$ cat config.mk
export PLATFORM = sky130hd
export DESIGN_NAME = d_input_debouncer
export DESIGN_NICKNAME = d
export VERILOG_FILES = /design/src/rtl/d_input_debouncer.sv
export SDC_FILE = /design/constraint.sdc
export NUM_CORES = 1
export LEC_CHECK = 0
export ABC_CLOCK_PERIOD_IN_PS = 1400
export CAP_MARGIN = 25
export CORE_AREA = 2 2 39 41
export CTS_BUF_LIST = sky130_fd_sc_hd__clkbuf_2
export DETAILED_ROUTE_END_ITERATION = 10
export DIE_AREA = 0 0 41 43
export RECOVER_POWER = 100
export SYNTH_ARGS = -nofsm -noshare
export SYNTH_HDL_FRONTEND = slang
export SYNTH_SLANG_ARGS = --single-unit
$ cat constraint.sdc
create_clock -name C_i -period 1.4 [get_ports C_i]
set_clock_uncertainty 0.2 [all_clocks]
set_input_delay 0.28 -clock C_i [delete_from_list [all_inputs] [get_ports C_i]]
set_output_delay 0.28 -clock C_i [all_outputs]
set_load 0.02 [all_outputs]
$ cat src/rtl/d_input_debouncer.sv
// Synchronises and debounces a raw level; Q_o follows only after STABLE_CYCLES stable cycles.
// Define DEBOUNCE_EDGE_EN to build the registered Rise_o/Fall_o pulses (otherwise tied to 0).
module d_input_debouncer #(
  parameter int unsigned STABLE_CYCLES = 4
) (
  input  logic C_i,
  input  logic nR_i,
  input  logic D_i,
  output logic Q_o,
  output logic nQ_o,
  output logic Rise_o,
  output logic Fall_o
);

  localparam int unsigned CNT_W = $clog2(STABLE_CYCLES + 1);
  localparam logic [CNT_W-1:0] CNT_LAST = CNT_W'(STABLE_CYCLES - 1);
  localparam logic [CNT_W-1:0] CNT_ONE  = CNT_W'(1);

  typedef enum logic {
    IDLE  = 1'b0,
    CHECK = 1'b1
  } state_t;

  logic             sync0_q, sync1_q;
  state_t           state_q, state_d;
  logic [CNT_W-1:0] cnt_q, cnt_d, cnt_cur;
  logic             q_q, q_d;
  logic             nq_q, nq_d;
  logic             accept;

  always_ff @(posedge C_i or negedge nR_i) begin
    if (!nR_i) begin
      sync0_q <= 1'b0;
      sync1_q <= 1'b0;
    end else begin
      sync0_q <= D_i;
      sync1_q <= sync0_q;
    end
  end

  // Any cycle where the synchronised level matches Q_o discards the partial count.
  always_comb begin
    cnt_cur = (state_q == CHECK) ? cnt_q : '0;
    accept  = 1'b0;
    state_d = IDLE;
    cnt_d   = '0;
    q_d     = q_q;
    nq_d    = nq_q;
    if (sync1_q != q_q) begin
      if (cnt_cur == CNT_LAST) begin
        accept = 1'b1;
        q_d    = sync1_q;
        nq_d   = ~sync1_q;
      end else begin
        cnt_d   = cnt_cur + CNT_ONE;
        state_d = CHECK;
      end
    end
  end

  always_ff @(posedge C_i or negedge nR_i) begin
    if (!nR_i) begin
      state_q <= IDLE;
      cnt_q   <= '0;
      q_q     <= 1'b0;
      nq_q    <= 1'b1;
    end else begin
      state_q <= state_d;
      cnt_q   <= cnt_d;
      q_q     <= q_d;
      nq_q    <= nq_d;
    end
  end

  assign Q_o  = q_q;
  assign nQ_o = nq_q;

`ifdef DEBOUNCE_EDGE_EN
  logic rise_q, fall_q;

  // Pulses line up with the cycle in which the new Q_o is first visible.
  always_ff @(posedge C_i or negedge nR_i) begin
    if (!nR_i) begin
      rise_q <= 1'b0;
      fall_q <= 1'b0;
    end else begin
      rise_q <= accept & sync1_q;
      fall_q <= accept & ~sync1_q;
    end
  end

  assign Rise_o = rise_q;
  assign Fall_o = fall_q;
`else
  assign Rise_o = 1'b0;
  assign Fall_o = 1'b0;
`endif

endmodule

After elaboration in Yosys (flattened, before gate mapping)
Index checks and enable logic that the tools add are counted.

Output and inout port bits: 4. Memories: 0. Bits in read-only memories: 0. Bits in registers: 8. Logic and storage cells: 16. Input bits: 3. Latch bits: 0. RAM bits: 0.

Multipliers: 0. Reductions and logical operators: 1. Add/sub/neg operators: 1. Div/mod/pow operators: 0. Equality and inequality tests: 2. Shift-type cells: 0. Bitwise gates (word level): 1. $lt $le $gt $ge: 0. Mux-type cells: 5.

Operators by type and width (number): $mux 3 (3); $add 3x1->3 const B (1); $eq 3x2->1 const B (1); $mux 1 (2); $reduce_and 2->1 (1); $ne 1x1->1 (1); $not 1->1 (1).

Depth between registers and ports, before layout
Depth in word-level cells: 4. Mapped depth: 5. Mapped depth without buffers: 5.

Worst setup path after synthesis
No wires, ideal clock.

Kind: reg2reg. Start: register state_q. End: register nq_q (netlist: nQ_o). Period minus slack after synthesis: 1.420 ns. Setup time: 0.061 ns. Setup slack: -0.020 ns. Arrival: 1.160 ns. Buffers on the path: 0. Cell stages (with the launch flop): 6. Data required time: 1.139 ns. Path through: dfrtp_1 > and2_1 > ha_1 > a21boi_2 > a21boi_1 > o22a_1.

Longest elaborated chain between the ends: 3.

RTL lines: start, declared (line 25) `state_t state_q, state_d;`; start signal, assigned (line 68) `state_q <= state_d;`; $mux 3 (line 43) `cnt_cur = (state_q == CHECK) ? cnt_q : '0;`; $eq 3x2->1 (line 50) `if (cnt_cur == CNT_LAST) begin`; $reduce_and 2->1 (no source line); end signal, assigned (line 71) `nq_q <= nq_d;`; end, declared (line 28) `logic nq_q, nq_d;`.

No other way between the ends. A chain may end at the register's enable or synchronous reset.

Worst setup path in the final report
Same ends and word-level chain as after synthesis.

==> run metrics <==
status=finished with violations; failing checks=negative setup slack; area leader, netlist=dfrtp_1; number of synthesized flops with an enable pin=0; Pre-Repair DR Iteration Count=1; final layout net count=between 40 and 50; Layout fillers=144; worst skew pair latency=230 ps; clk root buf=clkbuf_2; flops & latches, synth=8; clock sinks=8; peak supply drop=a little under 0.0005 V; per-cell routed wire length=~8.4 microns; Final WS setup=-8.04 ps; via count=218; initial core utilization=0.238; startpoint types=flip-flop; DR DRC count=0; chip height=43 microns; GR Util met1=0.0980; hpwl dp=approximately 360 microns; Worst Path Max Fanout=3; Finished Cell Area=445 sq um; Syn Std Cell Area=329 sq um; top-area cell type share of the netlist area=0.532; R2R cell count=5; Synth top cells by count=dfrtp_1 (7), nand2_1 (4), nor2_1 (3); I/O Pins=7; share of cells above drive strength 1=0.385; Hold WC Path Type=reg2reg; most frequent cell after synthesis=dfrtp_1; routed vias/inst=3.96; Pleak=0.219 nW; die width=41 microns; max-slew violations=0; Die ar.=around 1800 sq um; hold path startpoint=sync0_q$_DFF_PN0_; Buffers on Ports=4; Async SR Flop Fraction=1.00; start-to-end type of the worst setup path=reg2reg; initial antenna violation count=0; hold-critical path endpoint=sync1_q$_DFF_PN0_; FF-to-FF setup slack=-8 ps; Crit path arrival time=1360 ps; CTS clock-pin slew for the worst setup and hold paths=100 ps; # hold bufs at CTS=0; sequential fraction of the synthesis area=0.612; final critical-path required period=1410 ps; Avg Cell Area, Syn=11.8 sq um; library cells used by synthesis=15; max_cap viols=0; Area Growth Syn to Fin=35.4%; FMAX=710 MHz; first-pass GRT wire length=897 microns; Worst Hold Depth=0; core area=1380 sq um; n_diodes=0; vias in the first global route=approximately 210; H-tree depth=1; Final Hold Fails=0; gr ovfl total=0; synth top area cells=dfrtp_1 (53%), dfstp_2 (8.0%), buf_4 (4.6%); Post-Syn Instances=28; met2 GRT Util=0.103; required time worst endpoint=approximately 1400 ps; critical path endpoint category=flip-flop; CTS Buf Count=3; reg2reg end=nQ_o$_DFFE_PN1P_; 1st-iter DRT viols=0; CTS max path bufs=2; Final Cycle Share=1.01; Design Power=0.675 mW; GPL Wtd Cong=0.682; r2r startpoint=state_q$_DFF_PN0_; GRT Total Usage=0.0795; ANT nets after route=0; row count=14; largest net degree at the start of global routing=9; busiest grt layer=met2; RSZ-0062 raised after global routing=true; final WL=between 400 and 500 microns; Pwr per Cell Area=between 1500 and 2000 nW/um^2; final setup fails=1; yosys warns=0; CTS tree=yes; Primary FF master, synth=dfrtp_1; Global Route met3 Usage=0.0366; Placement Cell Area=about 420 sq um
[layer usage]
layer | share of wire | up-vias
met5 | 0 | -
met4 | 0 | 0
met3 | 0.072 | 0
met2 | 0.47 | 6
met1 | 0.46 | 103
li1 | - | 109
[placed cells by master (no fill, tap or decap)]
master and instances:
dfrtp_1 7, clkbuf_2 5, nand2_1 4, nor2_1 3, buf_4 3, and2_4 2, conb_1 2, dlygate4sd3_1 2
xnor2_1 1, nor2b_1 1, nor3_1 1, a21boi_4 1, a21bo_2 1, a21boi_1 1, o22a_1 1, ha_4 1
dfstp_2 1, buf_6 1, clkbuf_1 1
[registers in the layout, indices dropped and copies added (netlist names)]
| name | cells |
|---|---|
| sync1_q | 1 |
| Q_o | 1 |
| state_q | 1 |
| nQ_o | 1 |
| sync0_q | 1 |
| cnt_q | 3 |
[worst max-delay path: stages (launching register included)]
cell and delay [ps]:
dfrtp_1 400, and2_4 170, ha_4 150, a21bo_2 190, nor2_1 40, o22a_1 160
[how the worst max path moves through the flow]
stage / start / endpoint / slack, ps
5_1_grt: state_q$_DFF_PN0_ / nQ_o$_DFFE_PN1P_ / -60
6_report: state_q$_DFF_PN0_ / nQ_o$_DFFE_PN1P_ / -8
3_5_place_dp: nQ_o$_DFFE_PN1P_ / nQ_o / -180
3_3_place_gp: nQ_o$_DFFE_PN1P_ / nQ_o / -180
2_1_floorplan: state_q$_DFF_PN0_ / nQ_o$_DFFE_PN1P_ / 8
4_1_cts: state_q$_DFF_PN0_ / nQ_o$_DFFE_PN1P_ / -10
[cell type report]
type	instances	area [sq um]	area share
sequential	8	201	0.452
timing repair buffer	8	62.6	0.140
multi-input combinational	19	141	0.317
clock buffer	4	20.0	0.0449
tap	16	20.0	0.0449
[power breakdown]
| group | switching (mW) | internal [mW] | leakage [nW] |
|---|---|---|---|
| Clock | 0.0797 | 0.0759 | 0.0166 |
| Sequential | 0.0221 | 0.285 | 0.0981 |
| Combinational | 0.109 | 0.104 | 0.104 |
| Total | 0.211 | 0.464 | 0.219 |
[metrics by stage]
stage          std cells  worst slack [ps]   util  TNS, ps  hold WS [ps]
6_report              55             -8.04  0.322    -8.04           158
3_3_place_gp          50              -182  0.302     -215           138
5_1_grt               55             -62.5  0.322     -117           171
2_1_floorplan         29              8.36      -        0          -216
4_1_cts               55             -11.5  0.326    -11.5          99.9
3_5_place_dp          50              -179  0.302     -208           138
[kinds of logic (layout without fill, tap and decap cells)]
family / after synthesis / count (layout) / share of synthesized area
buffers and inverters: 2 / 12 / 0.0456
AO/OA/AOI/OAI: 4 / 4 / 0.114
other: 1 / 2 / 0.0114
flip-flops: 8 / 8 / 0.612
XOR/XNOR: 1 / 1 / 0.0266
adder cells (fa/ha/maj): 1 / 1 / 0.0380
AND/OR/NAND/NOR: 11 / 11 / 0.152
[timing repair]
action                                  CTS  global route
endpoints found under the setup margin    3             4
pin swaps                                 2             2
resized for setup                         9             2
buffers inserted                          1             0
Note: power is estimated with default switching activity, not from simulation.
